## src/rtl/cpu_pkg.sv

```systemverilog
// Shared MonoCPU types and constants used by the fetch stage.
package cpu_pkg;

    localparam int XLEN       = 32;
    localparam int INST_BYTES = 4;

    typedef struct packed {
        logic [XLEN-1:0] pc;
        logic [XLEN-1:0] inst;
    } fetch_entry_t;

    typedef enum logic {
        RUN   = 1'b0,
        FAULT = 1'b1
    } fetch_state_t;

    // A fetch address must be word aligned and leave a full word inside the memory.
    function automatic logic addr_legal(input logic [XLEN-1:0] addr,
                                        input logic [XLEN-1:0] last_addr);
        return (addr[1:0] == 2'b00) && (addr <= last_addr);
    endfunction

endpackage

```

## src/rtl/fetch_fifo.sv

```systemverilog
// Circular fetch buffer: DEPTH entries of {pc, inst}; flush overrides push and pop.
module fetch_fifo
    import cpu_pkg::*;
#(
    parameter int DEPTH = 2
) (
    input  logic                   clk,
    input  logic                   rst,
    input  logic                   push_i,
    input  logic                   pop_i,
    input  logic                   flush_i,
    input  fetch_entry_t           wdata_i,
    output fetch_entry_t           rdata_o,
    output logic                   full_o,
    output logic                   empty_o,
    output logic [$clog2(DEPTH):0] count_o
);

    localparam int PW = $clog2(DEPTH);
    localparam int CW = PW + 1;

    fetch_entry_t    mem_q [DEPTH];
    logic [PW-1:0]   head_q, head_d, tail_q, tail_d;
    logic [CW-1:0]   count_q, count_d;
    logic            do_push_s, do_pop_s;

    assign full_o    = (count_q == CW'(DEPTH));
    assign empty_o   = (count_q == {CW{1'b0}});
    assign count_o   = count_q;
    assign rdata_o   = mem_q[head_q];
    assign do_pop_s  = pop_i && !empty_o;
    assign do_push_s = push_i && (!full_o || do_pop_s);

    // Pointer and occupancy next-state.
    always_comb begin
        head_d  = head_q;
        tail_d  = tail_q;
        count_d = count_q;
        if (flush_i) begin
            head_d  = {PW{1'b0}};
            tail_d  = {PW{1'b0}};
            count_d = {CW{1'b0}};
        end else begin
            if (do_push_s) begin
                tail_d = tail_q + PW'(1);
            end else begin
                tail_d = tail_q;
            end
            if (do_pop_s) begin
                head_d = head_q + PW'(1);
            end else begin
                head_d = head_q;
            end
            case ({do_push_s, do_pop_s})
                2'b10:   count_d = count_q + CW'(1);
                2'b01:   count_d = count_q - CW'(1);
                default: count_d = count_q;
            endcase
        end
    end

    // Storage and pointer registers.
    always_ff @(posedge clk or posedge rst) begin
        if (rst) begin
            head_q  <= {PW{1'b0}};
            tail_q  <= {PW{1'b0}};
            count_q <= {CW{1'b0}};
            for (int i = 0; i < DEPTH; i++) begin
                mem_q[i] <= '0;
            end
        end else begin
            head_q  <= head_d;
            tail_q  <= tail_d;
            count_q <= count_d;
            if (!flush_i && do_push_s) begin
                mem_q[tail_q] <= wdata_i;
            end
        end
    end

endmodule

```

## src/rtl/fetch_unit.sv

```systemverilog
// MonoCPU fetch stage: owns the PC, pushes fetched words into the fetch buffer,
// handles redirects and latches a sticky fault on illegal fetch addresses.
module fetch_unit
    import cpu_pkg::*;
#(
    parameter logic [31:0] RESET_PC   = 32'h0000_0000,
    parameter int          IMEM_BYTES = 1024,
    parameter int          DEPTH      = 2
) (
    input  logic        clk,
    input  logic        rst,
    output logic [31:0] addr_im,
    input  logic [31:0] inst_im,
    input  logic        redirect_valid,
    input  logic [31:0] redirect_pc,
    input  logic        halt,
    output logic        dec_valid,
    input  logic        dec_ready,
    output logic [31:0] dec_inst,
    output logic [31:0] dec_pc,
    output logic [31:0] dec_pc4,
    output logic        fault,
    output logic [31:0] fault_pc
);

    localparam int              CW        = $clog2(DEPTH) + 1;
    localparam logic [XLEN-1:0] LAST_ADDR = XLEN'(IMEM_BYTES - INST_BYTES);
    localparam logic [XLEN-1:0] PC_STEP   = XLEN'(INST_BYTES);

    fetch_state_t    state_q, state_d;
    logic [XLEN-1:0] fetch_pc_q, fetch_pc_d;
    logic [XLEN-1:0] fault_pc_q, fault_pc_d;
    logic            fault_q, fault_d;
    logic            push_s, pop_s, room_s;
    logic            fifo_full_s, fifo_empty_s;
    logic [CW-1:0]   fifo_count_s;
    fetch_entry_t    head_s, wr_entry_s;

    assign pop_s      = !fifo_empty_s && dec_ready;
    assign room_s     = (fifo_count_s < CW'(DEPTH)) || (fifo_full_s && pop_s);
    assign wr_entry_s = '{pc: fetch_pc_q, inst: inst_im};

    // PC, FSM and fault next-state; a redirect overrides everything else.
    always_comb begin
        state_d    = state_q;
        fetch_pc_d = fetch_pc_q;
        fault_d    = fault_q;
        fault_pc_d = fault_pc_q;
        push_s     = 1'b0;
        if (redirect_valid) begin
            fetch_pc_d = redirect_pc;
            if (addr_legal(redirect_pc, LAST_ADDR)) begin
                state_d = RUN;
                fault_d = 1'b0;
            end else begin
                state_d    = FAULT;
                fault_d    = 1'b1;
                fault_pc_d = redirect_pc;
            end
        end else begin
            case (state_q)
                RUN: begin
                    if (!halt && room_s) begin
                        if (addr_legal(fetch_pc_q, LAST_ADDR)) begin
                            push_s     = 1'b1;
                            fetch_pc_d = fetch_pc_q + PC_STEP;
                        end else begin
                            state_d    = FAULT;
                            fault_d    = 1'b1;
                            fault_pc_d = fetch_pc_q;
                        end
                    end else begin
                        push_s = 1'b0;
                    end
                end
                FAULT:   state_d = FAULT;
                default: begin
                    state_d    = FAULT;
                    fault_d    = 1'b1;
                    fault_pc_d = fetch_pc_q;
                end
            endcase
        end
    end

    // Stage state registers.
    always_ff @(posedge clk or posedge rst) begin
        if (rst) begin
            state_q    <= RUN;
            fetch_pc_q <= RESET_PC;
            fault_q    <= 1'b0;
            fault_pc_q <= 32'h0000_0000;
        end else begin
            state_q    <= state_d;
            fetch_pc_q <= fetch_pc_d;
            fault_q    <= fault_d;
            fault_pc_q <= fault_pc_d;
        end
    end

    fetch_fifo #(
        .DEPTH (DEPTH)
    ) u_fifo (
        .clk     (clk),
        .rst     (rst),
        .push_i  (push_s),
        .pop_i   (pop_s),
        .flush_i (redirect_valid),
        .wdata_i (wr_entry_s),
        .rdata_o (head_s),
        .full_o  (fifo_full_s),
        .empty_o (fifo_empty_s),
        .count_o (fifo_count_s)
    );

    // Decode-side outputs read zero whenever the buffer is empty.
    assign addr_im   = fetch_pc_q;
    assign dec_valid = !fifo_empty_s;
    assign dec_inst  = fifo_empty_s ? 32'h0000_0000 : head_s.inst;
    assign dec_pc    = fifo_empty_s ? 32'h0000_0000 : head_s.pc;
    assign dec_pc4   = fifo_empty_s ? 32'h0000_0000 : head_s.pc + PC_STEP;
    assign fault     = fault_q;
    assign fault_pc  = fault_pc_q;

endmodule

```

## config.mk

```make
export PLATFORM = sky130hd
export DESIGN_NAME = fetch_unit
export DESIGN_NICKNAME = d
export VERILOG_FILES = /design/src/rtl/cpu_pkg.sv /design/src/rtl/fetch_fifo.sv /design/src/rtl/fetch_unit.sv
export SDC_FILE = /design/constraint.sdc
export NUM_CORES = 1
export LEC_CHECK = 0
export BUFFER_PORTS_ARGS = -buffer_cell sky130_fd_sc_hd__buf_4
export CORE_MARGIN = 3
export CORE_UTILIZATION = 55
export DETAILED_ROUTE_END_ITERATION = 6
export GPL_TIMING_DRIVEN = 0
export PLACE_DENSITY = 0.88
export SLEW_MARGIN = 20
export SYNTH_ARGS = -nofsm -noshare
export SYNTH_HDL_FRONTEND = slang
export SYNTH_HIERARCHICAL = 1
export SYNTH_SLANG_ARGS = --single-unit
```

## constraint.sdc

```tcl
create_clock -name clk -period 6.4 [get_ports clk]
set_input_delay 0.96 -clock clk [delete_from_list [all_inputs] [get_ports clk]]
set_output_delay 0.96 -clock clk [all_outputs]
set_load 0.03 [all_outputs]
```

==> summary.txt, run 1 <==
Run status
  – Status: complete, no violations

Synthesis
  – Adder-cell share of the synthesized area: 0.2476%
  – Largest family of logic cells by synthesized area: multiplexers
  – Mapped Area: 0.01011 mm2
  – Synth Area in Compound Gates: 2.079%
  – Mean post-synth cell area: 12.98 um2
  – Post-synthesis sequential area ratio: 49.02%
  – Post-synthesis simple-gate area fraction: 11.38%
  – Yosys reg bits: 198
  – Yosys cell types: 43
  – XOR/XNOR Fraction of Synth Area: 2.426%
  – Post-synthesis cell count: 779
  – Post-synth net total: 850
  – Synth warn: 6
  – Mux share of post-synthesis cell area: 31.43%

CTS
  – Clock sinks: 198
  – Hold-fix buffers, CTS: 0
  – Post-CTS setup buffers: 0
  – Deepest clock path buffer count: 2
  – Cell at the root of the clock tree: clkbuf_16
  – CTS clock-pin slew for the worst setup and hold paths: 70 ps
  – Cts bufs inserted: 17
  – Htree depth: 4
  – PostCTS Resize Cnt: 0
  – Clock latency on the worst-skew pair: 440 ps
  – CTS tree: done

Global routing
  – Number of global-route vias before repair: 7585
  – Initial antenna violation count: 0
  – Largest net degree at the start of global routing: 88
  – Global route overflow: 0
  – Global-route wire length before repair: 42460 um
  – GRT Util Overall: 27.20%

Timing
  – RSZ-0062 raised after global routing: false
  – Fmax: 0.2037 GHz
  – Final Hold Viols: 0
  – Slew HR: 49.23%
  – Final hold slack: 502.0 ps
  – Post-route minimum period: 4910 ps
  – Period utilization: 76.72%
  – Setup Skew: 20.19 ps
  – Setup ws final: 1490 ps
  – Measured slew at the worst slew-check pin: 757.4 ps
  – Setup TNS: 0 ps
  – Endpoints failing setup: 0
  – Slew Viols, Final: 0

Placed design
  – Gp weighted congestion: 0.8212
  – Placement-stage cell area: 0.01217 mm2
  – Placed insts: 1236
  – Setup WS pre-CTS: 1895 ps
  – Port Buf Inserts: 230
  – DP HPWL: 19530 um

Pwr
  – Total power: 2.856 mW
  – Max rail drop VDD: 0.1996 mV
  – Leakage: 6.298 nW
  – Power Density: 223.5 mW/mm2

Drt
  – Vias post-DR: 7277
  – Total Wirelength: 27000 um
  – ANT nets after route: 0
  – Drt first pass iters: 5
  – Drt drc: 0
  – Initial DRC count: 390
  – Avg WL per Cell: 21.31 um
  – Via density: 5.743

Floorplanning
  – Die height: 141.6 um
  – Core area: 0.01766 mm2
  – Core Rows: 48
  – Die Span X: 141.6 um
  – Die ar.: 0.02004 mm2
  – Num ports: 231
  – Initial cell density of the core: 57.25%

Setup path
  – Crit. End Element: output pin
  – Worst Setup SP: u_fifo/head_q$_DFFE_PP0P_
  – Setup CP Type: flop to output pin
  – Worst reg2reg path startpoint: addr_im[10]$_DFFE_PP0P_
  – Critical path data required time: 5440 ps
  – Crit Path Max Fanout: 10
  – Arr. time, crit path: 3950 ps
  – Reg2reg path depth: 7
  – CP Launch Type: flop

Layout
  – Post-route insts no fill: 1267
  – Fillers: 1160
  – Antenna Diode Count: 0
  – Final core utilization: 72.38%
  – Register area: 0.004955 mm2
  – Share of layout cells above drive strength 1: 52.78%
  – Synth-to-layout area growth: 26.43%
  – Area of the multi-input gates: 0.004813 mm2
  – Nets: 1101
  – Cell area after layout: 0.01278 mm2

Worst hold path
  – Hold depth: 1
  – Worst hold path startpoint: u_fifo/mem_q[32]$_DFFE_PP0P_
  – Hold Crit Class: flop to flop

Job
  – Max cap viols: 0
Yosys cell counts (all sizes together):
master  count  area share, %
buf        28            2.2
nand3b      1           0.20
nor3        9           0.50
mux2      254             31
inv        15           0.56
and3        7           0.43
a21o        1          0.074
and2b       1          0.074
clkbuf     17           0.63
nand2      24           0.89
a211oi      3           0.22
mux2i       2           0.20
nor3b       2           0.15
or3         2           0.12
nor2b      67            4.1
nand2b      3           0.19
nor4       21            1.4
or4         2           0.15
and4        4           0.35
xnor2      18            1.6
and2        2           0.12
a21oi       5           0.36
nor2       32            1.2
nand4       9           0.68
o21bai      1           0.19
xor2       10           0.87
nand3      14           0.69
or4b        1           0.14
a31oi       1          0.062
ha          2           0.25
o21ai      22            1.1
a211o       1          0.087
dfrtp     198             49
sequential cells by signal, summed over array words and instances (netlist names):
register	flops
addr_im	32
fault	1
fault_pc	32
state_q	1
u_fifo/count_o	2
u_fifo/head_q	1
u_fifo/mem_q	128
u_fifo/tail_q	1
layout by cell type (no fill, tap or decap), types with 10 or more instances in the layout:
cell and n:
nand2_1 24, nor2b_1 67, o21ai_0 21, xor2_1 10, nor2_1 32, mux2_4 79
clkbuf_1 17, mux2_2 175, xnor2_1 18, buf_2 10, nand3_1 14, nor4_1 19
dfrtp_1 198, inv_1 13, buf_4 232, clkbuf_16 17
cell type report:
cell class                 instances  area share (%)
sequential                       198           38.77
multi-input combinational        521           37.66
timing repair buffer             232           13.88
clock buffer                      18           3.436
buffer                            45           2.271
tap                              225           2.203
clock inverter                    13           1.253
inverter                          15          0.5189
per-layer routing:
layer	global-route usage, %	vias up	share of wire [%]
met3	6.202	36	7.2
met5	0	-	0
met2	45.36	287	50
li1	-	3258	-
met4	8.737	0	2.2
met1	35.46	3696	41
power breakdown:
group | internal (mW) | total (mW) | switching, mW
Sequential | 1.31 | 1.37 | 0.0671
Clock | 0.599 | 1.10 | 0.502
Combinational | 0.173 | 0.383 | 0.210
Total | 2.08 | 2.86 | 0.779
worst paths after layout:
check                                          endpoint  slack [ps]
max                                         dec_pc4[18]        1490
max in group asynchronous  u_fifo/mem_q[62]$_DFFE_PP0P_        5130
min in group asynchronous  u_fifo/mem_q[40]$_DFFE_PP0P_         510
min reg2reg                u_fifo/mem_q[32]$_DFFE_PP0P_         500
min                        u_fifo/mem_q[32]$_DFFE_PP0P_         500
max reg2reg                u_fifo/mem_q[41]$_DFFE_PP0P_        2620
cell families after synthesis:
family | after synthesis
muxes | 256
and+or+nand+nor | 201
DFF | 198
buffers and inverters | 60
AOI/OAI and AO/OA | 34
xor gates and xnor gates | 28
adders and majority gates | 2
critical path, stage by stage, from the launching register on:
cell,delay (ps)
dfrtp_1,340
clkbuf_1,520
clkbuf_1,570
mux2_2,340
ha_1,250
and4_1,430
nand3_1,220
or3_1,350
a21oi_1,260
buf_4,220
Note: power is estimated with default switching activity, not from simulation.
==> run 2, diff against run 1 <==
CORE_UTILIZATION = 49   (was 55)
PLACE_DENSITY = 0.83   (was 0.88)
clock period = 4.4 ns   (was 6.4 ns; I/O delays follow)
==> run 2 against run 1 <==
Wire length down 4.1%; via count down 3.6%; combinational power up 43%; core utilization down 7.5 points; final cell count up 3.2%; flip-flop and latch count unchanged; first-iteration DRC count down 28%; register-to-register slack worse by 1900 ps; global-route usage down 4.0 points; clock skew down 0.82 ps; cell area up 0.81%; largest cell class unchanged; largest power group unchanged; highest routed layer unchanged.
==> summary.txt, run 2 (synthesis gave the netlist of run 1 again) <==
Setup path
  – Crit. End Element: output pin
  – Critical-path cell with the highest stage delay: nor4_2
  – Critical path data required time: 3740 ps (-1700 ps)
  – Reg2Reg Setup Slack: 700 ps (-1920 ps)
  – Crit Path Max Fanout: 10 (unchanged)
  – Arr. time, crit path: 3580 ps (-370 ps)
  – Crit-path cells: clkbuf_2 -> clkbuf_1 -> mux2_2 -> and3_1 -> nand3_1 -> nor4_2 -> nand3_1 -> mux2_2 -> buf_4
  – Buf/Inv on CP: 3 (unchanged)
  – CP Launch Type: flop
  – Setup CP Type: flop to output pin
  – Max incr delay on CP: 580 ps (about the same)
  – CP top delay family: simple AND/OR/NAND/NOR gates

Floorplanning
  – Initial cell density of the core: 50.94% (-6.3 points)
  – Die ar.: 0.02239 mm2 (+12%)
  – Die Span X: 149.6 um (+5.7%)
  – Core area: 0.01985 mm2 (+12%)
  – Num ports: 231 (unchanged)
  – Core Rows: 51 (+6.3%)
  – Die height: 149.6 um (+5.7%)

Timing
  – Endpoints failing setup: 0 (unchanged)
  – RSZ-0062 raised after global routing: false
  – Slew HR: 51.19% (+2.0 points)
  – Measured slew at the worst slew-check pin: 729.5 ps (-27.94 ps)
  – Slew Viols, Final: 0 (unchanged)
  – Setup Skew: 19.37 ps (-0.8186 ps)
  – Period utilization: 96.39%
  – Post-route minimum period: 4241 ps
  – Setup TNS: 0 ps (unchanged)
  – Final Hold Viols: 0 (unchanged)
  – Fmax: 0.2358 GHz
  – Final hold slack: 184.9 ps (-317.1 ps)

Drt
  – Drt first pass iters: 5 (unchanged)
  – Total Wirelength: 25890 um (-4.1%)
  – Vias post-DR: 7013 (-3.6%)
  – Avg WL per Cell: 19.80 um (-7.1%)
  – Drt drc: 0 (unchanged)
  – Initial DRC count: 280 (-28%)
  – Via density: 5.362 (-6.6%)
  – ANT nets after route: 0 (unchanged)

Pwr
  – Power Density: 324.2 mW/mm2 (+45%)
  – Leakage: 6.332 nW (+0.54%)
  – Max rail drop VDD: 0.2728 mV (+37%)
  – Total power: 4.177 mW (+46%)

Layout
  – Synth-to-layout area growth: 27.45%
  – Fillers: 1520 (+31%)
  – Most frequent cells in the layout: 232 x buf_4, 198 x dfrtp_1, 175 x mux2_2
  – Register area: 0.004955 mm2 (unchanged)
  – Post-route insts no fill: 1308 (+3.2%)
  – Largest Register: u_fifo/mem_q
  – Area of the multi-input gates: 0.004813 mm2 (unchanged)
  – Antenna Diode Count: 0 (unchanged)
  – Share of layout cells above drive strength 1: 53.02% (+0.24 points)
  – Nets: 1101 (unchanged)
  – Most common cell after layout, fill and taps aside: buf_4
  – Number of flip-flops under the largest register name: 128 (unchanged)
  – Cell area after layout: 0.01288 mm2 (+0.81%)

Global routing
  – Largest net degree at the start of global routing: 72 (-18%)
  – GRT Util Overall: 23.18% (-4.0 points)
  – Global-route wire length before repair: 40580 um (-4.4%)
  – Initial antenna violation count: 0 (unchanged)
  – GRT busiest layer: met2
  – Met3 GRT Util: 5.784% (-0.42 points)
  – Number of global-route vias before repair: 7305 (-3.7%)
  – Met2 global-route usage: 38.69% (-6.7 points)
  – Global route overflow: 0 (unchanged)
  – Met1 Use GR: 30.72% (-4.7 points)

Placed design
  – Placement-stage cell area: 0.01223 mm2 (+0.47%)
  – Placed insts: 1276 (+3.2%)
  – Gp weighted congestion: 0.8468 (+3.1%)
  – DP HPWL: 19110 um (-2.2%)
  – Port Buf Inserts: 230 (unchanged)

CTS
  – Cell at the root of the clock tree: clkbuf_16
  – Clock latency on the worst-skew pair: 440 ps (about the same)
  – CTS tree: done
  – Hold-fix buffers, CTS: 0 (unchanged)
  – Cts bufs inserted: 17 (unchanged)
  – Deepest clock path buffer count: 2 (unchanged)
  – Clock sinks: 198 (unchanged)
  – Post-CTS setup buffers: 0 (unchanged)
  – Htree depth: 4 (unchanged)
  – CTS clock-pin slew for the worst setup and hold paths: 90 ps (+20 ps)

Run status
  – Status: complete, no violations

Job
  – Max cap viols: 0 (unchanged)

Worst hold path
  – Hold Crit Class: input pin to async pin
==> run 2: cell types whose count changed in the layout (fill, tap and decap cells not counted), sizes merged <==
cell,delta
clkinv,+6
clkinvlp,-3
bufinv,-1
clkbuf,-1
==> run 2: path summary, 6_finish.rpt <==
check                                              start  depth (start not counted)                             to
hold / removal                                       rst                          2        fault_pc[6]$_DFFE_PP0P_
max in group asynchronous                            rst                          3  u_fifo/mem_q[124]$_DFFE_PP0P_
min in group clk                          redirect_pc[7]                          3         addr_im[7]$_DFFE_PP0P_
setup reg to reg                 addr_im[25]$_DFFE_PP0P_                          7   u_fifo/mem_q[31]$_DFFE_PP0P_
setup / recovery               u_fifo/head_q$_DFFE_PP0P_                          9                    dec_pc4[31]
hold reg to reg            u_fifo/mem_q[114]$_DFFE_PP0P_                          1  u_fifo/mem_q[114]$_DFFE_PP0P_
==> run 2: layout make-up <==
| type | count | share of cell area (%) |
|---|---|---|
| Multi-Input combinational cell | 521 | 37.36 |
| Clock inverter | 15 | 1.690 |
| Tap cell | 265 | 2.574 |
| Clock buffer | 17 | 3.302 |
| Inverter | 15 | 0.5147 |
| Buffer | 45 | 2.273 |
| Timing Repair Buffer | 232 | 13.83 |
| Sequential cell | 198 | 38.46 |
==> run 2: metal layers <==
metal	vias to the layer above	share of wire (%)	wire length [um]
li1	3251	-	-
met1	3512	44	11300
met2	224	48	12490
met3	26	6.4	1651
met4	0	1.7	451
met5	-	0	0
==> run 2: per-stage QoR <==
step | setup WS, ps | util [%]
global route | 26.24 | 64.92
CTS | 200.8 | 64.89
floorplan | 214.0 | -
global placement | -1276 | 61.31
detailed placement | 189.8 | 61.64
finish | 159.0 | 64.92
==> run 2: power by group <==
part / switching [mW] / total, mW / internal, mW
sequential: 0.0928 / 1.99 / 1.90
clock: 0.799 / 1.64 / 0.839
combinational: 0.296 / 0.549 / 0.252
total: 1.19 / 4.18 / 2.99
==> run 2: repair_timing <==
item / in CTS / in global routing
hold endpoints to repair: 0 / 0
resized for setup: 2 / 0
setup endpoints to repair: 8 / 0
==> run 2: worst register-to-register path: stages (launching register included) <==
cell     delay [ps]
dfrtp_1         470
nor4_1          470
nand4_2         400
nor4_2          730
nand2_1         130
nor3_2          570
buf_2           420
mux2_2          380
